$ cat config.mk
export PLATFORM = sky130hd
export DESIGN_NAME = saradc_sar_ctrl
export DESIGN_NICKNAME = d
export VERILOG_FILES = /design/src/rtl/saradc_sar_ctrl.sv
export SDC_FILE = /design/constraint.sdc
export NUM_CORES = 1
export LEC_CHECK = 0
export BUFFER_PORTS_ARGS = -buffer_cell sky130_fd_sc_hd__buf_2
export CAP_MARGIN = 0
export CELL_PAD_IN_SITES_DETAIL_PLACEMENT = 1
export CELL_PAD_IN_SITES_GLOBAL_PLACEMENT = 1
export CORE_ASPECT_RATIO = 1.2
export CORE_MARGIN = 4
export CORE_UTILIZATION = 50
export DETAILED_ROUTE_END_ITERATION = 6
export PLACE_DENSITY = 0.89
export SYNTH_ARGS = -nofsm -noshare
export SYNTH_HDL_FRONTEND = slang
export SYNTH_SLANG_ARGS = --single-unit
$ cat constraint.sdc
create_clock -name clk -period 6.6 [get_ports clk]
set_clock_uncertainty 0.2 [all_clocks]
set_input_delay 0.33 -clock clk [delete_from_list [all_inputs] [get_ports clk]]
set_output_delay 0.33 -clock clk [all_outputs]
set_load 0.05 [all_outputs]
$ cat src/rtl/saradc_sar_ctrl.sv
// Successive-approximation control for the SAR ADC: sample, NBITS settle/latch trials,
// optional 2^k conversion averaging with truncated mean on dout.
module saradc_sar_ctrl #(
  parameter int NBITS      = 8,
  parameter int SAMPLE_CYC = 2
) (
  input  logic             clk,
  input  logic             rstn,
  input  logic             start,
  input  logic [1:0]       avg_log2,
  input  logic             cmp,
  output logic             smpl,
  output logic             cmp_en,
  output logic [NBITS-1:0] dac,
  output logic             busy,
  output logic [NBITS-1:0] dout,
  output logic             valid
);

  localparam int IW = $clog2(NBITS);
  localparam int SW = (SAMPLE_CYC > 1) ? $clog2(SAMPLE_CYC) : 1;
  localparam int AW = NBITS + 3;

  localparam logic [SW-1:0]    SampleLast = SW'(SAMPLE_CYC - 1);
  localparam logic [IW-1:0]    TopIdx     = IW'(NBITS - 1);
  localparam logic [NBITS-1:0] MsbCode    = {1'b1, {(NBITS-1){1'b0}}};
  localparam logic [NBITS-1:0] OneCode    = {{(NBITS-1){1'b0}}, 1'b1};

  typedef enum logic [2:0] {
    StIdle,
    StSample,
    StSettle,
    StLatch,
    StAcc,
    StDone
  } state_t;

  state_t           state;
  logic [1:0]       k;
  logic [2:0]       cnt;
  logic [SW-1:0]    scnt;
  logic [IW-1:0]    bidx;
  logic [NBITS-1:0] code;
  logic [AW-1:0]    acc;

  logic [NBITS-1:0] bit_mask;
  logic [NBITS-1:0] code_kept;
  logic [NBITS-1:0] trial_next;
  logic [AW-1:0]    acc_sum;
  logic [2:0]       last_cnt;
  logic [NBITS-1:0] mean;

  always_comb begin
    bit_mask   = OneCode << bidx;
    code_kept  = cmp ? code : (code & ~bit_mask);
    // Next trial bit sits one position below the one just decided.
    trial_next = code_kept | (bit_mask >> 1);
    acc_sum    = acc + AW'(code);
    last_cnt   = 3'((4'd1 << k) - 4'd1);
    mean       = NBITS'(acc_sum >> k);
  end

  always_ff @(posedge clk or negedge rstn) begin
    if (!rstn) begin
      state  <= StIdle;
      k      <= '0;
      cnt    <= '0;
      scnt   <= '0;
      bidx   <= '0;
      code   <= '0;
      acc    <= '0;
      smpl   <= 1'b0;
      cmp_en <= 1'b0;
      dac    <= '0;
      busy   <= 1'b0;
      dout   <= '0;
      valid  <= 1'b0;
    end else begin
      valid <= 1'b0;
      unique case (state)
        StIdle: begin
          if (start) begin
            k     <= avg_log2;
            acc   <= '0;
            cnt   <= '0;
            scnt  <= '0;
            smpl  <= 1'b1;
            busy  <= 1'b1;
            dac   <= '0;
            state <= StSample;
          end
        end
        StSample: begin
          if (scnt == SampleLast) begin
            smpl  <= 1'b0;
            bidx  <= TopIdx;
            code  <= MsbCode;
            dac   <= MsbCode;
            state <= StSettle;
          end else begin
            scnt <= scnt + 1'b1;
          end
        end
        StSettle: begin
          cmp_en <= 1'b1;
          state  <= StLatch;
        end
        StLatch: begin
          cmp_en <= 1'b0;
          if (bidx != '0) begin
            code  <= trial_next;
            dac   <= trial_next;
            bidx  <= bidx - 1'b1;
            state <= StSettle;
          end else begin
            code  <= code_kept;
            dac   <= code_kept;
            state <= StAcc;
          end
        end
        StAcc: begin
          acc <= acc_sum;
          dac <= '0;
          if (cnt != last_cnt) begin
            cnt   <= cnt + 1'b1;
            scnt  <= '0;
            smpl  <= 1'b1;
            state <= StSample;
          end else begin
            dout  <= mean;
            valid <= 1'b1;
            state <= StDone;
          end
        end
        StDone: begin
          busy  <= 1'b0;
          state <= StIdle;
        end
        default: state <= StIdle;
      endcase
    end
  end

endmodule

---- Word-level counts from Yosys, hierarchy flattened ----
Index checks and enable logic that the tools add are counted.
operators by class
  add/subtract/negate cells ............... 5
  equality and inequality tests ........... 10
  shift operators ......................... 3
  mux-type cells .......................... 31
  bitwise gates (word level) .............. 4
  reduce and logical (&&, ||, !) cells .... 19
operator list
  operator                                                             number
  8-bit 2-to-1 mux                                                     4
  8-bit case mux with 4 select lines                                   1
  3-bit 2-to-1 mux                                                     8
  11-bit case mux with 2 select lines                                  1
  8-bit case mux with 2 select lines                                   1
  3-bit case mux with 5 select lines                                   1
  3-bit case mux with 2 select lines                                   2
  2-bit AND reduction                                                  6
  3-bit AND reduction                                                  4
  11-bit by 8-bit adder with 11-bit output                             1
  11-bit 2-to-1 mux                                                    1
  11-bit by 2-bit right shift with 8-bit output                        1
  8-bit AND                                                            1
  1-bit 2-to-1 mux                                                     8
  2-bit != test (second input constant)                                4
  8-bit NOT                                                            1
  8-bit by 7-bit bitwise OR with 8-bit output                          1
  2-bit nonzero test                                                   4
  1-bit by 3-bit left shift with 8-bit output (first input constant)   1
  3-bit by 2-bit == test with 1-bit output (second input constant)     2
  3-bit == test (second input constant)                                2
  1-bit case mux with 3 select lines                                   2
  3-bit nonzero test                                                   2
  3-bit by 1-bit subtractor with 3-bit output (second input constant)  2
  other kinds (10)                                                     11
storage, ports and cells
  flip-flop bits (word level) ............. 51
  input port bits ......................... 6
  output and inout bits ................... 20
  logic and storage cells ................. 85

---- Depth between registers and ports, before layout ----
Gate-level depths: netlist (run 1).
  word-level depth ........................ 7
  depth in mapped cells ................... 9
  mapped depth without buffers ............ 8

---- Worst setup path before layout (run 1) ----
No wires, ideal clock.
  path kind ............................... reg2reg
  start ................................... reg code[0]
  end ..................................... reg dout[7]
  library setup time ...................... 141 ps
  arrival ................................. 2291 ps
  required time ........................... 6259 ps
  setup slack ............................. 3969 ps
  stages on the path, launching flop included .. 10
  path buffers ............................ 1
  period minus slack after synthesis ...... 2631 ps
  cells stage by stage .................... dfrtp_1 ha_1 fa_1 a211oi_4 o31ai_4 a21o_1 buf_6 a311o_1 o2111ai_1 o311ai_1
between the ends
  word-level cells in the longest chain between the ends .. 2
ends and longest elaborated chain
  element                                        RTL line  text
  start, declared                                43        logic [NBITS-1:0] code;
  start signal, assigned                         97        code <= MsbCode;
  start signal, assigned                         111       code <= trial_next;
  start signal, assigned                         116       code <= code_kept;
  11-bit by 8-bit adder with 11-bit output       58        acc_sum = acc + AW'(code);
  11-bit by 2-bit right shift with 8-bit output  60        mean = NBITS'(acc_sum >> k);
  end signal, assigned                           130       dout <= mean;
  end, declared                                  16        output logic [NBITS-1:0] dout,
No other way between the ends.
A chain may end at the register's enable or synchronous reset.

---- Worst setup path after layout (run 1) ----
Same ends and word-level chain as after synthesis.

==> flow_summary.json, run 1 <==
{
  "via_count": 2377,
  "fillerInstances": 634,
  "startpoint_type": "flip-flop",
  "grt_pass1_wl_um": 12200,
  "portBuffers": 25,
  "r2r_start": "code[0]",
  "via_per_inst": 6.21,
  "finalSetupTns_ns": 0,
  "synth.most_common_cell": "dfrtp_1",
  "peakVddDrop_v": 0.000110,
  "cts_buffer_depth": 2,
  "grt_usage_pct": 21.0,
  "wl_per_cell_um": 18.5,
  "gp_congestion": 0.841,
  "path_max_fanout": 9,
  "tightestPinTransition_ns": 0.796,
  "synth_edf_count": 0,
  "firstDrtPassIters": 4,
  "clockRootBuffer": "clkbuf_8",
  "dp.cells": 374,
  "grt_max_degree": 52,
  "worstHoldPathType": "primary input to flip-flop",
  "critPathKind": "flip-flop to flip-flop",
  "grt_pass1_vias": 2504,
  "core_um2": 5440,
  "cp-startpoint": "code[0]",
  "numCtsBuffers": 5,
  "rsz0062_at_grt": "false",
  "antenna_found_initial": 0,
  "synth.top_cell.area_share_pct": 44.4,
  "synth_area_um2": 2870,
  "synth_common_cells": "51 x dfrtp_1, 40 x nand2_1, 25 x nor2_1",
  "drive_gt1_share_pct": 12.8,
  "synth_fp_nets": 320,
  "hpwlAfterDp_um": 5110,
  "leakagePower_nw": 1.49,
  "min_period_ns": 2.84,
  "yosys_warnings": 0,
  "finalSetupViolCount": 0,
  "stdcell_count": 383,
  "crit_path_end_kind": "flip-flop",
  "area_growth_syn_to_layout_pct": 8.63,
  "synth_area_leaders": "dfrtp_1 44%, ha_1 6.1%, a21o_1 5.8%",
  "seq_area_um2": 1280,
  "overflow": 0,
  "ys_ff_latch": 51,
  "fmax_mhz": 352,
  "syn_inst": 299,
  "period_share_pct": 43.1,
  "postSynth.asyncResetShare_pct": 100,
  "p_per_area_nw_per_um2": 241,
  "maxSlewViolCount": 0,
  "antenna_left": 0,
  "path_clk_slew_ns": 0.10,
  "num_antenna_cells": 0,
  "drc": 0,
  "hold_viol": 0,
  "cp_data_arrival_time_ns": 2.82,
  "clk_latency_ns": 0.32,
  "yosysSeqAreaShare_pct": 44.4,
  "cts_tree": "built",
  "multi_input_area_um2": 1510,
  "utilization_pct": 57.3,
  "synth_cell_types": 51,
  "num_rows": 29,
  "status": "complete, no violations",
  "die-area_um2": 7020,
  "cts_max_level": 2,
  "place_ws_ns": 3.79,
  "maxCapViolations": 0,
  "die_x_um": 77.2,
  "avgSynthCellArea_um2": 9.60,
  "drtIter0Drc": 98,
  "hold_start": "avg_log2[0]",
  "ioPinCount": 26,
  "dominantRegCellSynth": "dfrtp_1",
  "maxSlewHeadroom_pct": 46.6,
  "initial_utilization_pct": 52.8,
  "post-cts-setup-buffer-count": 0,
  "final_nets": 341,
  "worst_slack_ns": 3.76,
  "yosysTopAreaCell": "dfrtp_1",
  "routed_wl_um": 7090,
  "clock-sinks": 51,
  "die_y_um": 91.0,
  "required_ns": 6.57
}
logic make-up after synthesis:
family          count (synthesis)  share of synthesized area [%]
buf+inv                        21                           3.05
fa+ha+maj                      15                           6.80
simple gates                   88                           13.4
mux                             5                           1.79
compound gates                108                           26.9
xor+xnor                       11                           3.62
flops                          51                           44.4
layer usage:
layer  vias to the layer above  part of all wire, %  track usage (%)
met4                         0                  1.4             6.53
met5                         -                    0                0
met2                        39                   52             37.2
li1                       1132                    -                -
met3                        11                  2.8             3.27
met1                      1195                   44             26.2
layout make-up:
type / count / share of cell area, %
clock buffers: 6 / 2.33
clock inverters: 2 / 0.401
inverters: 8 / 0.963
multi-input cells: 227 / 48.3
flip-flops and latches: 51 / 40.9
well taps: 62 / 2.49
repair buffers: 27 / 4.57
worst max-delay path, stage by stage (launching register included):
cell       delay [ns]
dfrtp_1          0.41
ha_1             0.26
fa_1             0.46
a211oi_4         0.33
o31ai_4          0.13
a21o_1           0.30
a311o_1          0.39
o2111ai_1        0.10
o311ai_1         0.14
registers in the layout, summed over array words and instances, names as in the netlist, 2 cells and up:
register  count
acc          11
dout          8
bidx          3
code          8
k             2
dac           8
cnt           3
state         3
report_power, final:
| group | switching [W] | internal [W] | total, W |
|---|---|---|---|
| sequential | 0.0000172 | 0.000329 | 0.000346 |
| combinational | 0.000131 | 0.0000903 | 0.000221 |
| clock | 0.000110 | 0.0000745 | 0.000184 |
| total | 0.000258 | 0.000493 | 0.000751 |
cell usage in the layout (no fill, tap or decap), types with 3 or more instances in the layout:
| master | synthesis | final |
|---|---|---|
| dfrtp_1 | 51 | 51 |
| nand2_1 | 40 | 40 |
| nor2_1 | 25 | 25 |
| buf_2 | 1 | 25 |
| a21o_1 | 22 | 22 |
| o21ai_0 | 19 | 19 |
| ha_1 | 14 | 14 |
| a21oi_1 | 13 | 13 |
| a22oi_1 | 9 | 9 |
| inv_1 | 7 | 7 |
| xnor2_1 | 6 | 6 |
| o21ai_1 | 6 | 6 |
| o31ai_1 | 6 | 6 |
| a211oi_1 | 5 | 5 |
| a22o_1 | 5 | 5 |
| clkbuf_8 | 0 | 5 |
| and2_1 | 4 | 4 |
| nand4_1 | 4 | 4 |
| mux2i_1 | 4 | 4 |
| xor2_1 | 4 | 4 |
| nor3_1 | 3 | 3 |
| o21a_1 | 3 | 3 |
| nor2b_1 | 3 | 3 |
| a31oi_1 | 3 | 3 |
per-stage QoR:
stage          cell area (um2)  hold WS [ns]  power, W
2_1_floorplan             2870        -0.166  0.000523
3_3_place_gp              3020         0.257  0.000557
3_5_place_dp              3020         0.260  0.000571
4_1_cts                   3120        0.0298  0.000756
5_1_grt                   3120        0.0432  0.000794
6_report                  3120        0.0251  0.000751
worst paths after layout:
kind                            slack [ns]  cells past startpoint       to
min in group asynchronous             0.45                      3   cnt[0]
worst min-delay path                  0.03                      3     k[0]
max in group asynchronous             5.29                      3  code[6]
worst max-delay path                  3.76                      8  dout[7]
worst min register to register        0.28                      2  dout[0]
worst max register to register        3.76                      8  dout[7]
timing repair:
action	CTS	global route
hold buffers	1	0
endpoints found under the hold margin	51	0
gates resized for setup	0	0
endpoints found under the setup margin	0	0
(Power assumes the default switching activity.)
==> inputs of run 2 (changes only) <==
CORE_UTILIZATION = 42   (was 50)
PLACE_DENSITY = 0.8   (was 0.89)
clock period = 2.52 ns   (was 6.6 ns; I/O delays follow)
==> flow_summary.json, run 2 (same netlist as run 1, synthesis figures left out) <==
{
  "num_rows": 32,
  "final_cell_mix": "51 x dfrtp_1, 40 x nand2_1, 25 x buf_2, 24 x nor2_1, 22 x a21o_1",
  "crit_path_end_kind": "flip-flop",
  "fin_hold_ws_ns": 0.0537,
  "routed_wl_um": 7790,
  "wl_met1_um": 3440,
  "worstPathBufferInverterCount": 1,
  "via_count": 2425,
  "wl_per_cell_um": 18.4,
  "worstPathCellList": "ha_4 -> fa_2 -> a211oi_4 -> buf_4 -> nor2_4 -> xor2_1 -> mux2_4 -> a21oi_2 -> o21ai_1",
  "grt_usage_pct": 19.5,
  "num_antenna_cells": 0,
  "clockRootBuffer": "clkbuf_8",
  "area_growth_syn_to_layout_pct": 17.5,
  "hold_viol": 0,
  "worst_slack_ns": -0.0345,
  "via_per_inst": 5.73,
  "cp_slowest_cell": "dfrtp_1",
  "startpoint_type": "flip-flop",
  "grt_pass1_vias": 2660,
  "peakVddDrop_v": 0.000283,
  "largest_register_ffs": 11,
  "portBuffers": 25,
  "antenna_found_initial": 0,
  "violations": "setup timing",
  "antenna_left": 0,
  "stdcell_count": 423,
  "min_period_ns": 2.55,
  "cpPeakStageDelay_ns": 0.42,
  "maxCapViolations": 0,
  "grt_pass1_wl_um": 13200,
  "wl_met3_um": 179,
  "status": "complete, but fails checks",
  "hpwlAfterDp_um": 5570,
  "wl_met2_um": 4040,
  "drc": 0,
  "hold_start": "cmp",
  "core_um2": 6530,
  "dp.cells": 408,
  "cp-startpoint": "code[0]",
  "overflow": 0,
  "path_max_fanout": 3,
  "drive_gt1_share_pct": 19.5,
  "path_clk_slew_ns": 0.09,
  "power_w": 0.00220,
  "firstDrtPassIters": 4,
  "top_register": "acc",
  "tightestPinTransition_ns": 0.705,
  "final_common_cell": "dfrtp_1",
  "cp_data_arrival_time_ns": 2.52,
  "maxSlewViolCount": 0,
  "cts_max_level": 2,
  "cts_buffer_depth": 2,
  "critPathKind": "flip-flop to flip-flop",
  "clk_latency_ns": 0.30,
  "finalSetupTns_ns": -0.0438,
  "critPathTopFamily": "adder cells",
  "gp_congestion": 0.793,
  "required_ns": 2.49,
  "dr.max_layer_used": "met4",
  "initial_utilization_pct": 44.0,
  "worstHoldPathType": "primary input to flip-flop",
  "rsz0062_at_grt": "true",
  "final_nets": 359,
  "p_per_area_nw_per_um2": 653,
  "cts_tree": "built",
  "drtIter0Drc": 165,
  "numCtsBuffers": 5,
  "period_share_pct": 101,
  "maxSlewHeadroom_pct": 52.7,
  "fmax_mhz": 391,
  "finalSetupViolCount": 2,
  "die-area_um2": 8230,
  "grt_max_degree": 27,
  "die_x_um": 83.5,
  "ioPinCount": 26,
  "r2r_start": "code[0]",
  "leakagePower_nw": 1.60,
  "clock-sinks": 51,
  "die_y_um": 98.6
}
==> run 2: changes by cell type in the layout (fill, tap and decap cells not counted), sizes merged <==
cell,previous run,this run
clkinv,2,1
bufinv,0,1
clkinvlp,1,0
dlygate4sd3,1,4
buf,26,41
==> run 2: final cells by class <==
class	count	area, um2
fill	777	3150
multi-input combinational	227	1570
sequential	51	1280
timing repair buffer	45	285
tap	85	106
clock buffer	6	72.6
clock inverter	1	30.0
inverter	8	30.0
==> run 2: path summary, 6_finish.rpt <==
check                            to  slack, ns  cells past startpoint
max in group asynchronous  state[1]       1.31                      3
min                         code[7]       0.05                      5
min reg2reg                  dac[6]       0.28                      1
max reg2reg                 dout[1]      -0.03                      9
max                         dout[1]      -0.03                      9
min in group asynchronous    cnt[0]       0.16                      2
==> run 2: timing repair <==
item                                    CTS  global route
pin swaps                                 6            17
setup buffers                             2             3
hold buffers                              4             0
endpoints found under the hold margin    28             0
endpoints found under the setup margin    2             8
gates resized for setup                   1            11
==> run 2: tightest hold or removal path: cells and delay by family <==
family / cells / cell delay (ns)
AND/OR/NAND/NOR: 4 / 0.30
buffers and inverters: 1 / 0.09
==> run 2: per-layer routing <==
metal	vias to the layer above	GRT usage [%]
met3	13	2.51
li1	1158	-
met4	0	6.68
met5	-	0
met2	45	34.9
met1	1209	24.2
==> run 2: where the power goes <==
group	total, W	internal (W)	switching [W]
sequential	0.000898	0.000860	0.0000372
clock	0.000558	0.000292	0.000266
combinational	0.000746	0.000330	0.000416
==> run 2: per-stage QoR <==
stage,instance area (um2),utilization [%],setup slack (ns)
floorplan,2880,-,0.000589
global placement,3140,48.1,0.0194
detailed placement,3140,48.1,-0.0592
CTS,3310,50.7,-0.000402
global route,3370,51.7,-0.0895
finish,3370,51.7,-0.0345
